==> config.mk <==
export PLATFORM = sky130hd
export DESIGN_NAME = prvp_spi_slave_cmd_ctrl
export DESIGN_NICKNAME = d
export VERILOG_FILES = /design/src/rtl/prvp_spi_cmd_pkg.sv /design/src/rtl/prvp_spi_cmd_wfifo.sv /design/src/rtl/prvp_spi_slave_cmd_ctrl.sv
export SDC_FILE = /design/constraint.sdc
export NUM_CORES = 1
export LEC_CHECK = 0
export ABC_CLOCK_PERIOD_IN_PS = 3300
export CAP_MARGIN = 20
export CORE_ASPECT_RATIO = 0.6
export CORE_MARGIN = 1.5
export CORE_UTILIZATION = 44
export CTS_BUF_LIST = sky130_fd_sc_hd__clkbuf_2 sky130_fd_sc_hd__clkbuf_4 sky130_fd_sc_hd__clkbuf_8
export DETAILED_ROUTE_END_ITERATION = 8
export DONT_BUFFER_PORTS = 1
export GPL_TIMING_DRIVEN = 0
export HOLD_SLACK_MARGIN = 0.02
export SYNTH_ARGS = -nofsm -noshare
export SYNTH_HDL_FRONTEND = slang
export SYNTH_SLANG_ARGS = --single-unit
==> constraint.sdc <==
create_clock -name axi_aclk -period 3.3 [get_ports axi_aclk]
set_input_delay 0.825 -clock axi_aclk [delete_from_list [all_inputs] [get_ports axi_aclk]]
set_output_delay 0.825 -clock axi_aclk [all_outputs]
set_load 0.02 [all_outputs]
==> src/rtl/prvp_spi_cmd_pkg.sv <==
// Shared types and constants for the SPI-slave command controller.
// No logic: FSM state encoding, opcode values and receive-unit lengths.
// Imported by the controller top and its write-data FIFO.
package prvp_spi_cmd_pkg;

    typedef enum logic [3:0] {
        ST_IDLE,
        ST_CMD,
        ST_ADDR,
        ST_DUMMY,
        ST_WDATA,
        ST_RDATA,
        ST_REGWR,
        ST_IGNORE,
        ST_REGRD
    } state_t;

    localparam logic [7:0] OP_WRITE_MEM = 8'h02;
    localparam logic [7:0] OP_READ_MEM  = 8'h0B;
    localparam logic [7:0] OP_WR_WRAP   = 8'h11;
    localparam logic [7:0] OP_WR_DUMMY  = 8'h12;
    localparam logic [7:0] OP_RD_REGS   = 8'h07;

    localparam logic [5:0] LEN_8  = 6'd8;
    localparam logic [5:0] LEN_16 = 6'd16;
    localparam logic [5:0] LEN_32 = 6'd32;

    // A zero wrap length has no meaning for the bridge; treat it as single beat.
    function automatic logic [15:0] wrap_sanitize(input logic [15:0] v);
        return (v == 16'd0) ? 16'd1 : v;
    endfunction

endpackage

==> src/rtl/prvp_spi_cmd_wfifo.sv <==
// Write-data FIFO between the SPI command decoder and the AXI bridge.
// Latency: a pushed word is visible at o_head the cycle after the push.
// Backpressure: push is refused when full unless a pop happens in the same cycle.
module prvp_spi_cmd_wfifo #(
    parameter int DEPTH = 4,
    parameter int WIDTH = 32
) (
    input  logic             clk,
    input  logic             rst,
    input  logic             i_push,
    input  logic [WIDTH-1:0] i_push_dat,
    input  logic             i_pop,
    output logic [WIDTH-1:0] o_head,
    output logic             o_full,
    output logic             o_empty
);
    localparam int AW = $clog2(DEPTH);

    logic [WIDTH-1:0] r_mem [DEPTH];
    logic [AW:0]      r_wr_ptr;
    logic [AW:0]      r_rd_ptr;
    logic             w_pop_en;
    logic             w_push_en;

    assign o_empty   = (r_wr_ptr == r_rd_ptr);
    assign o_full    = (r_wr_ptr[AW] != r_rd_ptr[AW]) &&
                       (r_wr_ptr[AW-1:0] == r_rd_ptr[AW-1:0]);
    assign w_pop_en  = i_pop && !o_empty;
    // A pop in the same cycle frees the slot being written, so full does not block it.
    assign w_push_en = i_push && (!o_full || w_pop_en);
    assign o_head    = r_mem[r_rd_ptr[AW-1:0]];

    // Pointer update; extra MSB distinguishes full from empty.
    always_ff @(posedge clk or posedge rst) begin
        if (rst) begin
            r_wr_ptr <= '0;
            r_rd_ptr <= '0;
        end else begin
            if (w_push_en) r_wr_ptr <= r_wr_ptr + (AW+1)'(1);
            if (w_pop_en)  r_rd_ptr <= r_rd_ptr + (AW+1)'(1);
        end
    end

    // Storage write; contents need no reset since pointers gate visibility.
    always_ff @(posedge clk) begin
        if (w_push_en) r_mem[r_wr_ptr[AW-1:0]] <= i_push_dat;
    end

endmodule

==> src/rtl/prvp_spi_slave_cmd_ctrl.sv <==
// SPI-slave command controller: decodes cmd/addr/dummy/data units, drives bridge, holds config regs.
// Latency: rxtx_addr/rxtx_addr_valid/start_tx one cycle after the address unit; read data is combinational.
// Backpressure: reads pass ready/valid through; writes buffer in a FIFO, words dropped when full set overflow.
// Optional: define PRVP_SPI_CMD_REGRD_EN to add opcode 0x07 (read back overflow/dummy/wrap_length).
module prvp_spi_slave_cmd_ctrl
    import prvp_spi_cmd_pkg::*;
#(
    parameter int AXI_ADDR_WIDTH = 32,
    parameter int WFIFO_DEPTH    = 4,
    parameter int DUMMY_RST      = 32
) (
    input  logic                      axi_aclk,
    input  logic                      axi_areset,
    input  logic                      fe_cs_n,
    input  logic [31:0]               fe_data,
    input  logic                      fe_valid,
    output logic [5:0]                fe_rx_len,
    output logic                      fe_tx_en,
    output logic [31:0]               fe_tx_data,
    output logic                      fe_tx_valid,
    input  logic                      fe_tx_ready,
    output logic [AXI_ADDR_WIDTH-1:0] rxtx_addr,
    output logic                      rxtx_addr_valid,
    output logic                      start_tx,
    output logic                      cs,
    input  logic [31:0]               tx_data,
    input  logic                      tx_valid,
    output logic                      tx_ready,
    output logic [31:0]               rx_data,
    output logic                      rx_valid,
    input  logic                      rx_ready,
    output logic [15:0]               wrap_length,
    output logic                      overflow
);
    localparam logic [5:0] DUMMY_RST_L = 6'(DUMMY_RST);

    state_t                    r_state;
    logic [7:0]                r_op;
    logic [AXI_ADDR_WIDTH-1:0] r_addr;
    logic                      r_addr_vld;
    logic                      r_start;
    logic [5:0]                r_rx_len;
    logic                      r_tx_en;
    logic                      r_cs;
    logic [15:0]               r_wrap;
    logic [5:0]                r_dummy;
    logic                      r_ovf;

    logic                      w_push;
    logic                      w_full;
    logic                      w_empty;
    logic [31:0]               w_tx_dat;
    logic                      w_tx_vld;
    logic                      w_tx_rdy;

    // A unit arriving while chip select is released belongs to no transaction.
    assign w_push = (r_state == ST_WDATA) && fe_valid && !fe_cs_n;

    prvp_spi_cmd_wfifo #(
        .DEPTH (WFIFO_DEPTH),
        .WIDTH (32)
    ) u_wfifo (
        .clk        (axi_aclk),
        .rst        (axi_areset),
        .i_push     (w_push),
        .i_push_dat (fe_data),
        .i_pop      (rx_ready),
        .o_head     (rx_data),
        .o_full     (w_full),
        .o_empty    (w_empty)
    );

    // Protocol FSM with registered bridge pulses, unit lengths and config registers.
    always_ff @(posedge axi_aclk or posedge axi_areset) begin
        if (axi_areset) begin
            r_state    <= ST_IDLE;
            r_op       <= 8'd0;
            r_addr     <= '0;
            r_addr_vld <= 1'b0;
            r_start    <= 1'b0;
            r_rx_len   <= LEN_8;
            r_tx_en    <= 1'b0;
            r_wrap     <= 16'h0001;
            r_dummy    <= DUMMY_RST_L;
            r_ovf      <= 1'b0;
        end else begin
            r_addr_vld <= 1'b0;
            r_start    <= 1'b0;
            // Full with no pop this cycle means the word is lost.
            if (w_push && w_full && !rx_ready) r_ovf <= 1'b1;
            if (fe_cs_n) begin
                r_state  <= ST_IDLE;
                r_rx_len <= LEN_8;
                r_tx_en  <= 1'b0;
            end else begin
                case (r_state)
                    ST_IDLE: begin
                        r_state  <= ST_CMD;
                        r_rx_len <= LEN_8;
                    end
                    ST_CMD: if (fe_valid) begin
                        r_op <= fe_data[7:0];
                        case (fe_data[7:0])
                            OP_WRITE_MEM, OP_READ_MEM: begin
                                r_state  <= ST_ADDR;
                                r_rx_len <= LEN_32;
                            end
                            OP_WR_WRAP, OP_WR_DUMMY: begin
                                r_state  <= ST_REGWR;
                                r_rx_len <= LEN_16;
                            end
`ifdef PRVP_SPI_CMD_REGRD_EN
                            OP_RD_REGS: begin
                                r_state <= ST_REGRD;
                                r_tx_en <= 1'b1;
                            end
`endif
                            default: r_state <= ST_IGNORE;
                        endcase
                    end
                    ST_ADDR: if (fe_valid) begin
                        r_addr     <= AXI_ADDR_WIDTH'(fe_data);
                        r_addr_vld <= 1'b1;
                        if (r_op == OP_WRITE_MEM) begin
                            r_state  <= ST_WDATA;
                            r_rx_len <= LEN_32;
                        end else begin
                            r_start <= 1'b1;
                            if (r_dummy != 6'd0) begin
                                r_state  <= ST_DUMMY;
                                r_rx_len <= r_dummy;
                            end else begin
                                r_state  <= ST_RDATA;
                                r_rx_len <= LEN_32;
                                r_tx_en  <= 1'b1;
                            end
                        end
                    end
                    ST_DUMMY: if (fe_valid) begin
                        r_state  <= ST_RDATA;
                        r_rx_len <= LEN_32;
                        r_tx_en  <= 1'b1;
                    end
                    ST_REGWR: if (fe_valid) begin
                        if (r_op == OP_WR_WRAP) r_wrap <= wrap_sanitize(fe_data[15:0]);
                        else                    r_dummy <= fe_data[5:0];
                        r_state <= ST_IGNORE;
                    end
                    // WDATA pushes via the FIFO; RDATA, REGRD and IGNORE hold until chip select rises.
                    default: r_state <= r_state;
                endcase
            end
        end
    end

    // Chip select echo to the bridge, one cycle behind the frontend.
    always_ff @(posedge axi_aclk or posedge axi_areset) begin
        if (axi_areset) r_cs <= 1'b1;
        else            r_cs <= fe_cs_n;
    end

    // Transmit path: bridge read data straight through while in the read-data phase.
    always_comb begin
        w_tx_dat = 32'd0;
        w_tx_vld = 1'b0;
        w_tx_rdy = 1'b0;
        if (r_state == ST_RDATA) begin
            w_tx_dat = tx_data;
            w_tx_vld = tx_valid;
            w_tx_rdy = fe_tx_ready;
        end
`ifdef PRVP_SPI_CMD_REGRD_EN
        else if (r_state == ST_REGRD) begin
            w_tx_dat = {r_ovf, 9'b0, r_dummy, r_wrap};
            w_tx_vld = 1'b1;
        end
`endif
    end

    assign fe_rx_len       = r_rx_len;
    assign fe_tx_en        = r_tx_en;
    assign fe_tx_data      = w_tx_dat;
    assign fe_tx_valid     = w_tx_vld;
    assign tx_ready        = w_tx_rdy;
    assign rxtx_addr       = r_addr;
    assign rxtx_addr_valid = r_addr_vld;
    assign start_tx        = r_start;
    assign cs              = r_cs;
    assign rx_valid        = !w_empty;
    assign wrap_length     = r_wrap;
    assign overflow        = r_ovf;

endmodule

Word level (Yosys, flattened, before mapping)
Memory sizes are Yosys's and may differ from the RTL's.
Index checks and enable logic that the tools add are counted.
- add/sub/neg operators: 2
- equal/unequal tests: 22
- muxes and demuxes: 36
- bitwise gates (word level): 2
- reductions and logical operators: 27
- operator list (operator ; number):
    $mux 6 ; 6
    $mux 32 ; 1
    $eq 8x5->1 const B ; 3
    $pmux 6 s4 ; 1
    $mux 4 ; 5
    $pmux 4 s5 ; 1
    $ne 3x3->1 const B ; 6
    $eq 8x2->1 const B ; 2
    $logic_not 16->1 ; 1
    $mux 1 ; 16
    $mux 16 ; 1
    $reduce_and 5->1 ; 3
    $eq 4x3->1 const B ; 3
    $pmux 6 s2 ; 1
    $reduce_bool 6->1 ; 2
    $eq 4x2->1 const B ; 2
    $eq 8x4->1 const B ; 1
    $reduce_and 4->1 ; 2
    $logic_and 1x1->1 ; 7
    $add 3x1->3 const B ; 2
    $mux 3 ; 2
    $pmux 3 s2 ; 1
    $reduce_and 3->1 ; 2
    $reduce_bool 5->1 ; 1
    12 further kinds ; 17
- bits in registers: 83
- memory bits (writable): 128
- input port bits: 71
- output and inout port bits: 126
- word-level logic and storage cells: 103
- memories: 1
- memory list (memory ; words ; bits a word ; read ports ; clocked after memory_dff ; write ports ; line ; RTL):
    u_wfifo.r_mem ; 4 ; 32 ; 1 ; 0 ; 1 ; prvp_spi_cmd_wfifo.sv:19 ; logic [WIDTH-1:0] r_mem [DEPTH];

Longest topological paths before layout
- word-level depth: 7
- depth in mapped cells: 6
- gate-level depth less buffers: 5

Modules after synthesis
From an unflattened synthesis, not the netlist that was laid out.
- cells, all modules: 486
- area, all modules: 8587.0 um^2
- by module, submodules not included (module ; instances ; cells each ; area each (um^2) ; seq. area each (um^2)):
    prvp_spi_cmd_wfifo ; 1 ; 204 ; 5071.1 ; 3993.8
    prvp_spi_slave_cmd_ctrl ; 1 ; 282 ; 3515.9 ; 1906.8

Worst setup path before layout
OpenSTA, ideal clock, no wires.
- path type: input to register
- from: input fe_valid
- to: memory u_wfifo.r_mem[3][0] (enable)
- setup time: 0.394 ns
- data arrival time: 2.526 ns
- required time: 2.906 ns
- path slack: 0.380 ns
- cell stages on the path: 5
- buffers on the path: 1
- path through: nor2b_1 clkbuf_1 nand2_1 nor4_2 and2_1
- word-level cells in the longest chain between the ends: 5
- ends and longest elaborated chain (item ; line ; RTL):
    start: declaration ; prvp_spi_slave_cmd_ctrl.sv:16 ; input logic fe_valid,
    $logic_and 1x1->1 (2 in a row) ; prvp_spi_slave_cmd_ctrl.sv:57 ; assign w_push = (r_state == ST_WDATA) && fe_valid && !fe_cs_n;
    $logic_and 1x1->1 ; prvp_spi_cmd_wfifo.sv:30 ; assign w_push_en = i_push && (!o_full || w_pop_en);
    $mux 1 ; prvp_spi_cmd_wfifo.sv:46 ; if (w_push_en) r_mem[r_wr_ptr[AW-1:0]] <= i_push_dat;
    $mux 1 (implied by the code) ; prvp_spi_cmd_wfifo.sv:46 ;
    end: declaration ; prvp_spi_cmd_wfifo.sv:19 ;
Every way passes these cells.

Worst setup path in the final report
- from: register u_wfifo.r_rd_ptr[1]
- to: output rx_data[24]
- word-level cells in the longest chain between the ends: 1
- ends and longest elaborated chain (item ; line ; RTL):
    start: declaration ; prvp_spi_cmd_wfifo.sv:21 ; logic [AW:0] r_rd_ptr;
    start signal: assignment ; prvp_spi_cmd_wfifo.sv:40 ; if (w_pop_en) r_rd_ptr <= r_rd_ptr + (AW+1)'(1);
    $mem_v2 4x32 ; - ;
    end: declaration ; prvp_spi_slave_cmd_ctrl.sv:29 ; output logic [31:0] rx_data,
Every way passes these cells.

==> results.sh <==
export IMPL_syn_nets=554
export IMPL_antenna_found_initial=0
export IMPL_ys_seq_area_share_pct=70.1
export IMPL_hold_violations=0
export IMPL_drcViolationCount=0
export IMPL_async_reset_ff_share_pct=39.0
export IMPL_place_area_sq_mm=0.00883
export IMPL_synthCells=478
export IMPL_slowest_stage="clkbuf_1"
export IMPL_cp_required_ns=2.47
export IMPL_r2r_start="u_wfifo.r_rd_ptr[1]"
export IMPL_synthFlopType="edfxtp_1"
export IMPL_grt_pass1_wl_mm=26.9
export IMPL_antenna_left=0
export IMPL_cpMostUsedCell="clkbuf_1"
export IMPL_top_layer="met4"
export IMPL_hpwl_mm=12.2
export IMPL_vias_per_cell=5.60
export IMPL_rr_endpoint="u_wfifo.r_mem[3][19]"
export IMPL_cap_viol_max_count=0
export IMPL_core_sq_mm=0.0184
export IMPL_track_usage_pct=18.1
export IMPL_status="finished, final reports clean"
export IMPL_area_growth_pct=12.4
export IMPL_crit_buf_inv=2
export IMPL_drt_initial_drc_count=297
export IMPL_netlist_area_sq_mm=0.00842
export IMPL_cts_root_buf="clkbuf_8"
export IMPL_relSlewSlack_pct=54.9
export IMPL_finalSetupViolations=0
export IMPL_die_area_sq_mm=0.0200
export IMPL_die_w_microns=182
export IMPL_met2RoutedLength_mm=7.83
export IMPL_ys_ff_latch=210
export IMPL_ys_warn_count=0
export IMPL_max_stage_delay_ns=0.56
export IMPL_path_delay_family="buffers and inverters"
export IMPL_wl_met3_mm=1.66
export IMPL_rows=38
export IMPL_path_class="flip-flop to output pin"
export IMPL_routed_via_count=4373
export IMPL_rsz0062_at_grt="false"
export IMPL_reg2reg_depth=6
export IMPL_dr_pass1_iters=4
export IMPL_wirelength_mm=18.0
export IMPL_grt_ovfl_total=0
export IMPL_hold_class="input pin to async pin"
export IMPL_place_congestion=0.813
export IMPL_antennaDiodeCount=0
export IMPL_post_drt_wl_per_cell_microns=23.1
export IMPL_min_period_ns=3.17
export IMPL_finalClockSkew_ns=0.0187
export IMPL_drive_above_1_share_pct=34.0
export IMPL_worstSetupEndpointType="output pin"
export IMPL_clk_pin_slew_ns=0.06
export IMPL_r2r_setup_slack_ns=0.74
export IMPL_crit_path_max_fanout=10
export IMPL_boundaryPins=197
export IMPL_grt_pass1_vias=4413
export IMPL_cts_tree="done"
export IMPL_cp_arrival_ns=2.34
export IMPL_path_cells="clkbuf_1 -> clkbuf_1 -> mux4_2"
export IMPL_fmax_mhz=316
export IMPL_clkLatencyLatePin_ns=0.55
export IMPL_cts_sinks=210
export IMPL_initial_core_util_pct=45.8
export IMPL_postSynthAreaPerCell_sq_um=17.6
export IMPL_post_route_util_pct=51.4
export IMPL_cts_hold_buf=0
export IMPL_final_max_slew_viol_count=0
export IMPL_cts_max_level=1
export IMPL_port_buffers=0
export IMPL_tightest_slew_ns=0.677
export IMPL_fin_nets=592
export IMPL_p_leak_nw=3.69
export IMPL_fin_crit_sh_pct=95.9
export IMPL_cts_setup_buffers=0
export IMPL_max_vdd_ir_drop_uv=517
export IMPL_dieHeight_microns=110
export IMPL_power_mw=6.97
export IMPL_finish_instance_area_sq_mm=0.00947
export IMPL_numCtsBuffers=31
export IMPL_wirelength_met1_mm=8.30
export IMPL_clockBufferDepth=3
export IMPL_synth_distinct_cells=46
export IMPL_cp_start_kind="flip-flop"
export IMPL_pwr_density_cell_mw_per_mm2=736
export IMPL_synth_edf_count=128
export IMPL_grt_start_max_net_pins=55
-- cell families (layout without fill, tap and decap cells) --
logic type                 count (synthesis)  after routing  share of synthesized area (%)
xor gates and xnor gates                   9              9                          0.936
buffers and inverters                     39            102                           1.89
adders and majority gates                  5              5                          0.743
muxes                                    100            100                           17.7
AOI/OAI and AO/OA                         24             24                           2.32
and+or+nand+nor                           91             91                           6.33
DFF                                      210            210                           70.1
-- stage by stage --
stage	cells	hold WS (ns)	TNS, ns	worst slack (ns)
finish	781	0.152	0	0.134
global route	781	0.150	0	0.0232
CTS	781	0.142	0	0.0747
detailed placement	723	0.478	0	0.361
global placement	718	0.476	-105.56	-0.643
floorplan	478	0.462	0	0.373
-- registers in the layout (all words and copies together), names as in the netlist, 6 cells and up --
name / cells
r_op: 8
rxtx_addr: 32
u_wfifo.r_mem: 128
fe_rx_len: 6
r_dummy: 6
wrap_length: 16
-- worst reg2reg max path: stages, from the launching register on --
cell,delay (ns)
dfrtp_1,0.34
clkbuf_1,0.37
xor2_1,0.23
nor4_1,0.11
nor4_2,0.42
and2_2,0.52
buf_12,0.25
-- cells in the mapped netlist, types with 2 or more instances --
cell type,instances,area share [%]
a41o_1,2,0.24
inv_1,11,0.49
ha_1,5,0.74
nor3_2,2,0.24
a311oi_1,2,0.21
nor3_1,4,0.24
buf_2,10,0.59
o21ai_0,7,0.42
xor2_1,3,0.31
mux2_4,2,0.36
xnor2_1,6,0.62
nor2_1,11,0.49
nand2_1,15,0.67
nor2b_1,4,0.30
nand2b_1,3,0.22
clkbuf_1,18,0.80
dfrtp_1,78,23
edfxtp_1,128,46
mux2i_1,3,0.36
mux4_2,32,8.6
mux2_2,63,8.4
o311a_1,2,0.24
nor4_1,3,0.22
a21oi_1,3,0.18
and2_1,4,0.30
and3_1,34,2.5
dfstp_2,4,1.2
-- power breakdown --
group	switching [mW]	internal (mW)	total, mW
logic	0.920	0.622	1.54
clock network	0.969	1.11	2.08
registers	0.322	3.02	3.35
total	2.21	4.76	6.97
-- timing repair --
| action | in CTS | in global routing |
|---|---|---|
| gates resized for setup | 1 | 4 |
| hold endpoints to repair | 0 | 0 |
| setup endpoints to repair | 1 | 28 |
-- cell type report --
type,instances,area (sq um)
Fill cell,1510,8930
Sequential cell,210,5900
Multi-Input combinational cell,229,2360
Clock buffer,41,520
Tap cell,240,300
Buffer,28,121
Timing Repair Buffer,5,108
Clock inverter,17,106
Inverter,11,43.8
-- routing by layer --
metal,GRT usage (%),vias to the layer above
met5,0,-
met4,4.58,0
met3,6.80,21
met2,25.9,162
met1,26.2,2274
li1,-,1916
-- worst max-delay path by stage --
stage / to / cells past startpoint / start / slack (ns)
final: rx_data[24] / 3 / u_wfifo.r_rd_ptr[1] / 0.13
after global routing: rx_data[24] / 3 / u_wfifo.r_rd_ptr[1] / 0.02
after CTS: rx_data[24] / 3 / u_wfifo.r_rd_ptr[1] / 0.07
after detailed placement: u_wfifo.r_mem[0][19] / 6 / fe_valid / 0.36
after global placement: u_wfifo.r_wr_ptr[2] / 1 / axi_areset / -0.64
after floorplan: fe_rx_len[0] / 1 / axi_areset / 0.37
-- cells in the final DEF, fill, tap and decap left out, types with 2 or more instances in the layout --
cell	netlist	final
edfxtp_1	128	128
dfrtp_1	78	78
mux2_2	63	63
and3_1	34	34
clkbuf_8	0	34
mux4_2	32	32
clkbuf_1	18	15
nand2_1	15	15
nor2_1	11	11
buf_2	10	10
inv_1	11	10
clkinv_2	0	10
o21ai_0	7	7
clkbuf_4	0	7
xnor2_1	6	6
ha_1	5	5
clkinv_1	0	5
nor3_1	4	4
nor2b_1	4	4
and2_2	0	4
dfstp_2	4	4
buf_12	0	4
nand2b_1	3	3
xor2_1	3	3
nor4_1	3	3
clkbuf_2	0	3
a21oi_1	3	3
mux2i_1	3	3
nor3_2	2	2
a41o_1	2	2
o311a_1	2	2
a311oi_1	2	2
mux2_4	2	2
Note: power is estimated with default switching activity, not from simulation.
